[src/rtl/data_sync_na_src_pacer_if.sv]
// Upstream valid/ready stream plus the send strobe and data word driven
// toward the no-acknowledge synchronizer.
interface data_sync_na_src_pacer_if #(
  parameter int width = 8
);
  logic             in_valid;
  logic [width-1:0] in_data;
  logic             in_ready;
  logic             send_s;
  logic [width-1:0] data_s;

  modport master (
    output in_valid, in_data,
    input  in_ready, send_s, data_s
  );

  modport slave (
    input  in_valid, in_data,
    output in_ready, send_s, data_s
  );
endinterface

[src/rtl/data_sync_na_src_pacer.sv]
// Source-side pacer for a no-ack data synchronizer: buffers upstream words in a
// small FIFO and issues them as single-cycle send_s pulses at least min_gap apart.
module data_sync_na_src_pacer #(
  parameter int width   = 8,
  parameter int depth   = 4,
  parameter int min_gap = 4
) (
  input  logic                         clk_s,
  input  logic                         rst_s_n,
  input  logic                         init_s_n,
  data_sync_na_src_pacer_if.slave      bus,
  output logic [$clog2(depth+1)-1:0]   fifo_count,
  output logic                         busy
);

  localparam int CW = $clog2(depth + 1);
  localparam int AW = $clog2(depth);
  localparam logic [CW-1:0] DEPTH_C  = CW'(depth);
  localparam logic [7:0]    GAP_INIT = 8'(min_gap - 2);

  typedef enum logic [1:0] {
    IDLE,
    SEND,
    GAP
  } state_t;

  state_t           state, state_nxt;
  logic [7:0]       gap_cnt, gap_cnt_nxt;
  logic [AW-1:0]    wr_ptr, rd_ptr;
  logic [width-1:0] mem [depth];
  logic             push, pop;

  // Ready is decoded from the registered count only, so a full FIFO never
  // accepts a word even when a pop happens on the same edge.
  assign bus.in_ready = (fifo_count < DEPTH_C);
  assign push         = bus.in_valid & bus.in_ready;
  assign bus.send_s   = (state == SEND);
  assign busy         = (state != IDLE) || (fifo_count != '0);

  // NOTE: every output of this block gets a default first, so no latch is inferred.
  always_comb begin
    state_nxt   = state;
    gap_cnt_nxt = gap_cnt;
    pop         = 1'b0;
    case (state)
      IDLE: begin
        if (fifo_count != '0) begin
          pop       = 1'b1;
          state_nxt = SEND;
        end
      end
      SEND: begin
        state_nxt   = GAP;
        gap_cnt_nxt = GAP_INIT;
      end
      GAP: begin
        if (gap_cnt != '0) begin
          gap_cnt_nxt = gap_cnt - 8'd1;
        end else if (fifo_count != '0) begin
          pop       = 1'b1;
          state_nxt = SEND;
        end else begin
          state_nxt = IDLE;
        end
      end
      default: state_nxt = IDLE;
    endcase
  end

  // NOTE: sequential state uses non-blocking assignments so every register
  // samples the pre-edge values of its neighbours.
  always_ff @(posedge clk_s or negedge rst_s_n) begin
    if (!rst_s_n) begin
      state      <= IDLE;
      gap_cnt    <= '0;
      wr_ptr     <= '0;
      rd_ptr     <= '0;
      fifo_count <= '0;
      bus.data_s <= '0;
    end else if (!init_s_n) begin
      state      <= IDLE;
      gap_cnt    <= '0;
      wr_ptr     <= '0;
      rd_ptr     <= '0;
      fifo_count <= '0;
      bus.data_s <= '0;
    end else begin
      state   <= state_nxt;
      gap_cnt <= gap_cnt_nxt;
      if (push) wr_ptr <= wr_ptr + AW'(1);
      if (pop) begin
        rd_ptr     <= rd_ptr + AW'(1);
        bus.data_s <= mem[rd_ptr];
      end
      case ({push, pop})
        2'b10:   fifo_count <= fifo_count + CW'(1);
        2'b01:   fifo_count <= fifo_count - CW'(1);
        default: fifo_count <= fifo_count;
      endcase
    end
  end

  // NOTE: storage has no reset; the pointers and count define which entries are
  // valid, so stale contents are never observed.
  always_ff @(posedge clk_s) begin
    if (push) mem[wr_ptr] <= bus.in_data;
  end

endmodule
[src/flat_wrapper.sv]
// flat-port wrapper written by rule: the top's interface ports become plain ports
module data_sync_na_src_pacer_flat 
#(
  parameter int width   = 8,
  parameter int depth   = 4,
  parameter int min_gap = 4
)
  (clk_s, rst_s_n, init_s_n, fifo_count, busy, bus_in_valid, bus_in_data, bus_in_ready, bus_send_s, bus_data_s);
  data_sync_na_src_pacer_if #(.width(width)) bus_i ();
  input  logic clk_s;
  input  logic rst_s_n;
  input  logic init_s_n;
  output logic [$clog2(depth+1)-1:0] fifo_count;
  output logic busy;
  input wire logic [$bits(bus_i.in_valid)-1:0] bus_in_valid;
  input wire logic [$bits(bus_i.in_data)-1:0] bus_in_data;
  output wire logic [$bits(bus_i.in_ready)-1:0] bus_in_ready;
  output wire logic [$bits(bus_i.send_s)-1:0] bus_send_s;
  output wire logic [$bits(bus_i.data_s)-1:0] bus_data_s;
  assign bus_i.in_valid = bus_in_valid;
  assign bus_i.in_data = bus_in_data;
  assign bus_in_ready = bus_i.in_ready;
  assign bus_send_s = bus_i.send_s;
  assign bus_data_s = bus_i.data_s;
  data_sync_na_src_pacer #(.width(width), .depth(depth), .min_gap(min_gap)) u_core (.clk_s(clk_s), .rst_s_n(rst_s_n), .init_s_n(init_s_n), .bus(bus_i), .fifo_count(fifo_count), .busy(busy));
endmodule
[config.mk]
export PLATFORM = sky130hd
export DESIGN_NAME = data_sync_na_src_pacer_flat
export DESIGN_NICKNAME = d
export VERILOG_FILES = /design/src/rtl/data_sync_na_src_pacer_if.sv /design/src/rtl/data_sync_na_src_pacer.sv /design/src/flat_wrapper.sv
export SDC_FILE = /design/constraint.sdc
export NUM_CORES = 1
export LEC_CHECK = 0
export CAP_MARGIN = 20
export CORE_AREA = 2 2 86 130
export CTS_BUF_LIST = sky130_fd_sc_hd__clkbuf_8
export CTS_CLUSTER_SIZE = 40
export DETAILED_ROUTE_END_ITERATION = 16
export DIE_AREA = 0 0 88 132
export PLACE_DENSITY = 0.46
export SLEW_MARGIN = 25
export SYNTH_ARGS = -nofsm -noshare
export SYNTH_HDL_FRONTEND = slang
export SYNTH_SLANG_ARGS = --single-unit
[constraint.sdc]
create_clock -name clk_s -period 4.9 [get_ports clk_s]
set_input_delay 0.98 -clock clk_s [delete_from_list [all_inputs] [get_ports clk_s]]
set_output_delay 0.98 -clock clk_s [all_outputs]
set_load 0.02 [all_outputs]
## Word-level counts from Yosys, hierarchy flattened

Memory sizes are Yosys's and may differ from the RTL's.
Index checks and enable logic that the tools add are counted.

| word-level totals | value |
|---|---|
| bits in read-only memories | 0 |
| bits in writable memories | 32 |
| memories kept | 1 |
| register bits | 25 |
| logic and storage cells | 53 |
| latch bits | 0 |
| input bits | 12 |

| cells by class | value |
|---|---|
| shifts and indexed selects | 0 |
| $add $sub $neg | 5 |
| reduce and logical (&&, ||, !) cells | 7 |
| magnitude comparators | 1 |
| equality and inequality tests | 11 |
| mux-type cells | 21 |
| $mul | 0 |
| div/mod/pow operators | 0 |
| bitwise operators | 1 |

Memories:

| name | words | bits a word | read ports | clocked after memory_dff | write ports | line | text |
|---|---|---|---|---|---|---|---|
| u_core.mem | 4 | 8 | 1 | 0 | 1 | data_sync_na_src_pacer.sv:30 | `logic [width-1:0] mem [depth];` |

Operators with widths:

| operator | number |
|---|---|
| $mux 8 | 4 |
| $pmux 8 s2 | 1 |
| $mux 2 | 7 |
| $reduce_bool 8->1 | 1 |
| $sub 8x1->8 const B | 1 |
| $ne 3x1->1 const B | 2 |
| $ne 3x2->1 const B | 2 |
| $pmux 2 s3 | 1 |
| $pmux 3 s2 | 1 |
| $mux 1 | 5 |
| $add 2x1->2 const B | 2 |
| $eq 2x1->1 const B | 2 |
| $eq 2x2->1 const B | 2 |
| $ne 2x1->1 const B | 2 |
| $reduce_and 2->1 | 2 |
| $add 3x1->3 const B | 1 |
| $lt 3x3->1 const B | 1 |
| $mux 3 | 1 |
| $ne 3x3->1 const B | 1 |
| $reduce_bool 3->1 | 1 |
| $sub 3x1->3 const B | 1 |
| $logic_not 2->1 | 1 |
| $pmux 1 s2 | 1 |
| $reduce_bool 2->1 | 1 |
| 2 further kinds | 2 |

## Longest topological paths before layout

| depth | value |
|---|---|
| word-level depth | 7 |
| mapped depth | 11 |
| depth with buffers taken out | 9 |

## Worst setup path before layout

No wires, ideal clock.

| timing | value |
|---|---|
| path kind | register -> register |
| start point | reg u_core.gap_cnt[0] |
| end point | reg u_core.fifo_count[1] |
| buffers on the path | 2 |
| stages on the path, launching flop included | 11 |
| data required time | 4,769 ps |
| slack | 2,469 ps |
| library setup time | 131 ps |
| clock period less this slack | 2,431 ps |
| arrival time | 2,299 ps |
| cell sequence | dfrtp_1 > inv_1 > ha_1 > or3b_2 > clkbuf_1 > o21a_1 > clkbuf_1 > nor3_1 > fa_1 > nand2_1 > mux2i_1 |

| between the ends | value |
|---|---|
| word-level cells in the longest chain between the ends | 6 |
| elaborated cells on any way between the ends | 8 |
| those cells by class | eq/ne: 3; mux: 4; reduce/logical: 1 |

RTL lines:

| item | line | text |
|---|---|---|
| start: declaration | data_sync_na_src_pacer.sv:28 | `logic [7:0] gap_cnt, gap_cnt_nxt;` |
| start signal: assignment | data_sync_na_src_pacer.sv:89 | `gap_cnt <= gap_cnt_nxt;` |
| $reduce_bool 8->1 * | data_sync_na_src_pacer.sv:57 | `if (gap_cnt != '0) begin` |
| $mux 1 * | data_sync_na_src_pacer.sv:57 |  |
| $pmux 1 s2 * | data_sync_na_src_pacer.sv:45 | `case (state)` |
| $eq 2x1->1 or $eq 2x2->1 (tied branches) | data_sync_na_src_pacer.sv:95 | `case ({push, pop})` |
| $pmux 3 s2 | data_sync_na_src_pacer.sv:95 |  |
| $mux 3 | data_sync_na_src_pacer.sv:80 | `end else if (!init_s_n) begin` |
| end signal: assignment | data_sync_na_src_pacer.sv:96 | `2'b10: fifo_count <= fifo_count + CW'(1);` |
| end signal: assignment | data_sync_na_src_pacer.sv:97 | `2'b01: fifo_count <= fifo_count - CW'(1);` |
| end signal: assignment | data_sync_na_src_pacer.sv:98 | `default: fifo_count <= fifo_count;` |
| end: declaration | data_sync_na_src_pacer.sv:12 | `output logic [$clog2(depth+1)-1:0] fifo_count,` |

Every way passes the cells marked *; elsewhere a longest branch is shown, timed or not.
A chain may end at the register's enable or synchronous reset.

## Worst setup path after layout

| timing | value |
|---|---|
| start point | reg u_core.fifo_count[2] |
| end point | out busy |

| between the ends | value |
|---|---|
| word-level cells in the longest chain between the ends | 2 |

RTL lines:

| item | line | text |
|---|---|---|
| $reduce_bool 3->1 | data_sync_na_src_pacer.sv:38 | `assign busy = (state != IDLE) \|\| (fifo_count != '0);` |
| $logic_or 1x1->1 | data_sync_na_src_pacer.sv:38 |  |
| end: declaration | flat_wrapper.sv:14 | `output logic busy;` |

No other way between the ends.

==> out/metrics.yaml <==
logic_synthesis:
  synth_edf_count: 32
  synth.top_cell.area_share_pct: 37.32
  yosysWarningCount: 0
  synth_area_leader_cell: "edfxtp_1"
  synth_area_um2: 2575
  yosysSeqAreaShare_pct: 61.61
  synth.distinct_cells: 37
  synthFlopType: "edfxtp_1"
  avgSynthCellArea_um2: 12.75
  netlist_instances: 202
  synthArstFlopShare_pct: 43.86
  ys_ff_latch: 57
  synth_area_leaders: "edfxtp_1 37%, dfrtp_1 24%, mux4_2 7.0%"
  syn_nets: 221
setup_path:
  critical_path.endpoint_type: "primary output"
  critPathKind: "reg2out"
  r2r_cells: 8
  cp.arrival_ns: 2.06
  required_ns: 3.92
  crit_path_max_fanout: 7
  cp-start-kind: "register"
clock_network:
  postCtsSetupRepairBufs: 0
  cts_hold_buf: 0
  clk_latency_ns: 0.34
  cts_buffers: 9
  cts_sinks: 57
  h-tree-depth: 3
  cts_resized: 0
  cts_root_buf: "clkbuf_8"
  clockBufferDepth: 2
  clk_pin_slew_ns: 0.07
  cts_tree: "done"
detailed_routing:
  drt_iter0_markers: 140
  drt_first_pass_iters: 4
  wl_per_cell_um: 14.43
  post_drt_via_cell_ratio: 4.340
  drc: 0
  vias: 1632
  routed_wl_um: 5426
  antenna_left: 0
timing:
  setup_tns_ns: 0
  maxSlewHeadroom_pct: 40.42
  layout_setup_ws_ns: 1.860
  skew_ns: 0.009066
  drv_slew: 0
  holdWs_ns: 0.5529
  finalCritPeriodShare_pct: 62.04
  setup_viol: 0
  rsz0062_at_grt: "false"
  period_needed_ns: 3.040
  clock.fmax_mhz: 329.0
  tightest_slew_ns: 0.8904
  timing.final.hold_violations: 0
pwr:
  internal_power_w: 0.001179
  switchingPower_w: 0.0005827
  clock_power_share_pct: 30.4
  power.density_nw_per_um2: 548.6
  leakagePower_nw: 1.204
  p_seq_share_pct: 38.6
  ir_drop_v: 0.0001600
  p_comb_share_pct: 31.0
  p_sw_share_pct: 33.08
floorplan:
  die-area_um2: 11620
  core_um2: 10420
  start_util_pct: 24.72
  die_h_um: 132
  rows: 46
  num_io_pins: 26
  die_w_um: 88
placement:
  post-place-ws_ns: 1.619
  dp_hpwl_um: 3752
  gp_congestion: 0.7627
  port_buffers: 25
global_route:
  grt.met1_usage_pct: 11.70
  grt.total_usage_pct: 10.51
  grt_pass1_vias: 1721
  use_met2_pct: 17.93
  antenna_found_initial: 0
  grt_use_met3_pct: 3.381
  grt_pass1_wl_um: 9073
  top_usage_layer: "met2"
  grt_max_degree: 21
  overflow: 0
job:
  drv_cap: 0
final_layout:
  final_common_cell: "edfxtp_1"
  final_cell_mix: "32 x edfxtp_1, 25 x clkdlybuf4s50_1, 25 x dfrtp_1, 15 x nand3_1, 14 x nor2_1"
  drive_above_1_share_pct: 12.93
  areaGrowthSynthToFinish_pct: 24.68
  final_nets: 246
  utilization_pct: 30.82
  antennaDiodeCount: 0
min_path:
  holdPathStages: 2
  hold_path.class: "reg2reg"
outcome:
  status: "finished clean"
## stage by stage
stage / area (um2) / power [W] / std cells
final: 3211 / 0.001761 / 376
after detailed placement: 2969 / 0.001248 / 360
after CTS: 3211 / 0.001791 / 376
after global placement: 2969 / 0.001240 / 360
after global routing: 3211 / 0.001874 / 376
after floorplan: 2575 / 0.001037 / 202
## worst paths after layout
path	from	to	slack [ns]
min in group asynchronous	rst_s_n	u_core.gap_cnt[4]	0.87
min reg2reg	u_core.bus.data_s[2]	u_core.bus.data_s[2]	0.55
max	u_core.fifo_count[2]	busy	1.86
max in group asynchronous	rst_s_n	u_core.bus.data_s[7]	3.45
min	u_core.bus.data_s[2]	u_core.bus.data_s[2]	0.55
max reg2reg	u_core.gap_cnt[0]	u_core.fifo_count[1]	2.35
## critical path, stage by stage (launching register included)
cell and delay (ns):
dfrtp_1 0.45, nor3_1 0.52, nand2_1 0.16, clkdlybuf4s50_1 0.58
## sequential cells by signal, indices dropped and copies added (netlist names)
name,count
u_core.fifo_count,3
u_core.state,2
u_core.bus.data_s,8
u_core.rd_ptr,2
u_core.mem,32
u_core.wr_ptr,2
u_core.gap_cnt,8
## final cells by class
class | count | area [um2]
clock buffers | 9 | 123.9
clock inverters | 7 | 117.6
fillers | 1041 | 7207
inverters | 8 | 30.03
multi-input cells | 124 | 907.1
flip-flops and latches | 57 | 1587
well taps | 144 | 180.2
repair buffers | 27 | 265.3
## Yosys cell counts, drive strengths merged (4+ instances only)
| master | n |
|---|---|
| a21oi | 10 |
| and2 | 4 |
| buf | 4 |
| clkbuf | 9 |
| dfrtp | 25 |
| edfxtp | 32 |
| ha | 6 |
| inv | 8 |
| mux2i | 4 |
| mux4 | 8 |
| nand2 | 12 |
| nand2b | 4 |
| nand3 | 15 |
| nor2 | 14 |
| nor3 | 7 |
| o21ai | 10 |
## cells by family (layout without fill, tap and decap cells)
logic type / count (synthesis) / in the layout / share of synthesized area, %
adders and majority gates: 7 / 7 / 3.693
buffers and inverters: 21 / 51 / 3.158
AOI/OAI and AO/OA: 33 / 33 / 8.261
muxes: 13 / 13 / 8.989
and+or+nand+nor: 67 / 67 / 12.92
DFF: 57 / 57 / 61.61
xor gates and xnor gates: 4 / 4 / 1.361
## power by group through the flow
stage               Clock (W)  Combinational [W]  Sequential (W)
floorplan                   0           0.000345        0.000692
global placement            0           0.000546        0.000695
detailed placement          0           0.000552        0.000696
CTS                  0.000552           0.000553        0.000686
global route         0.000570           0.000604        0.000699
finish               0.000535           0.000545        0.000681
## layer usage
layer  part of all wire [%]  vias up
met5                      0        -
met4                    1.6        0
met3                    3.4        5
met2                     55       28
met1                     40      807
li1                       -      792
No activity file was read; power rests on OpenSTA's default activity.
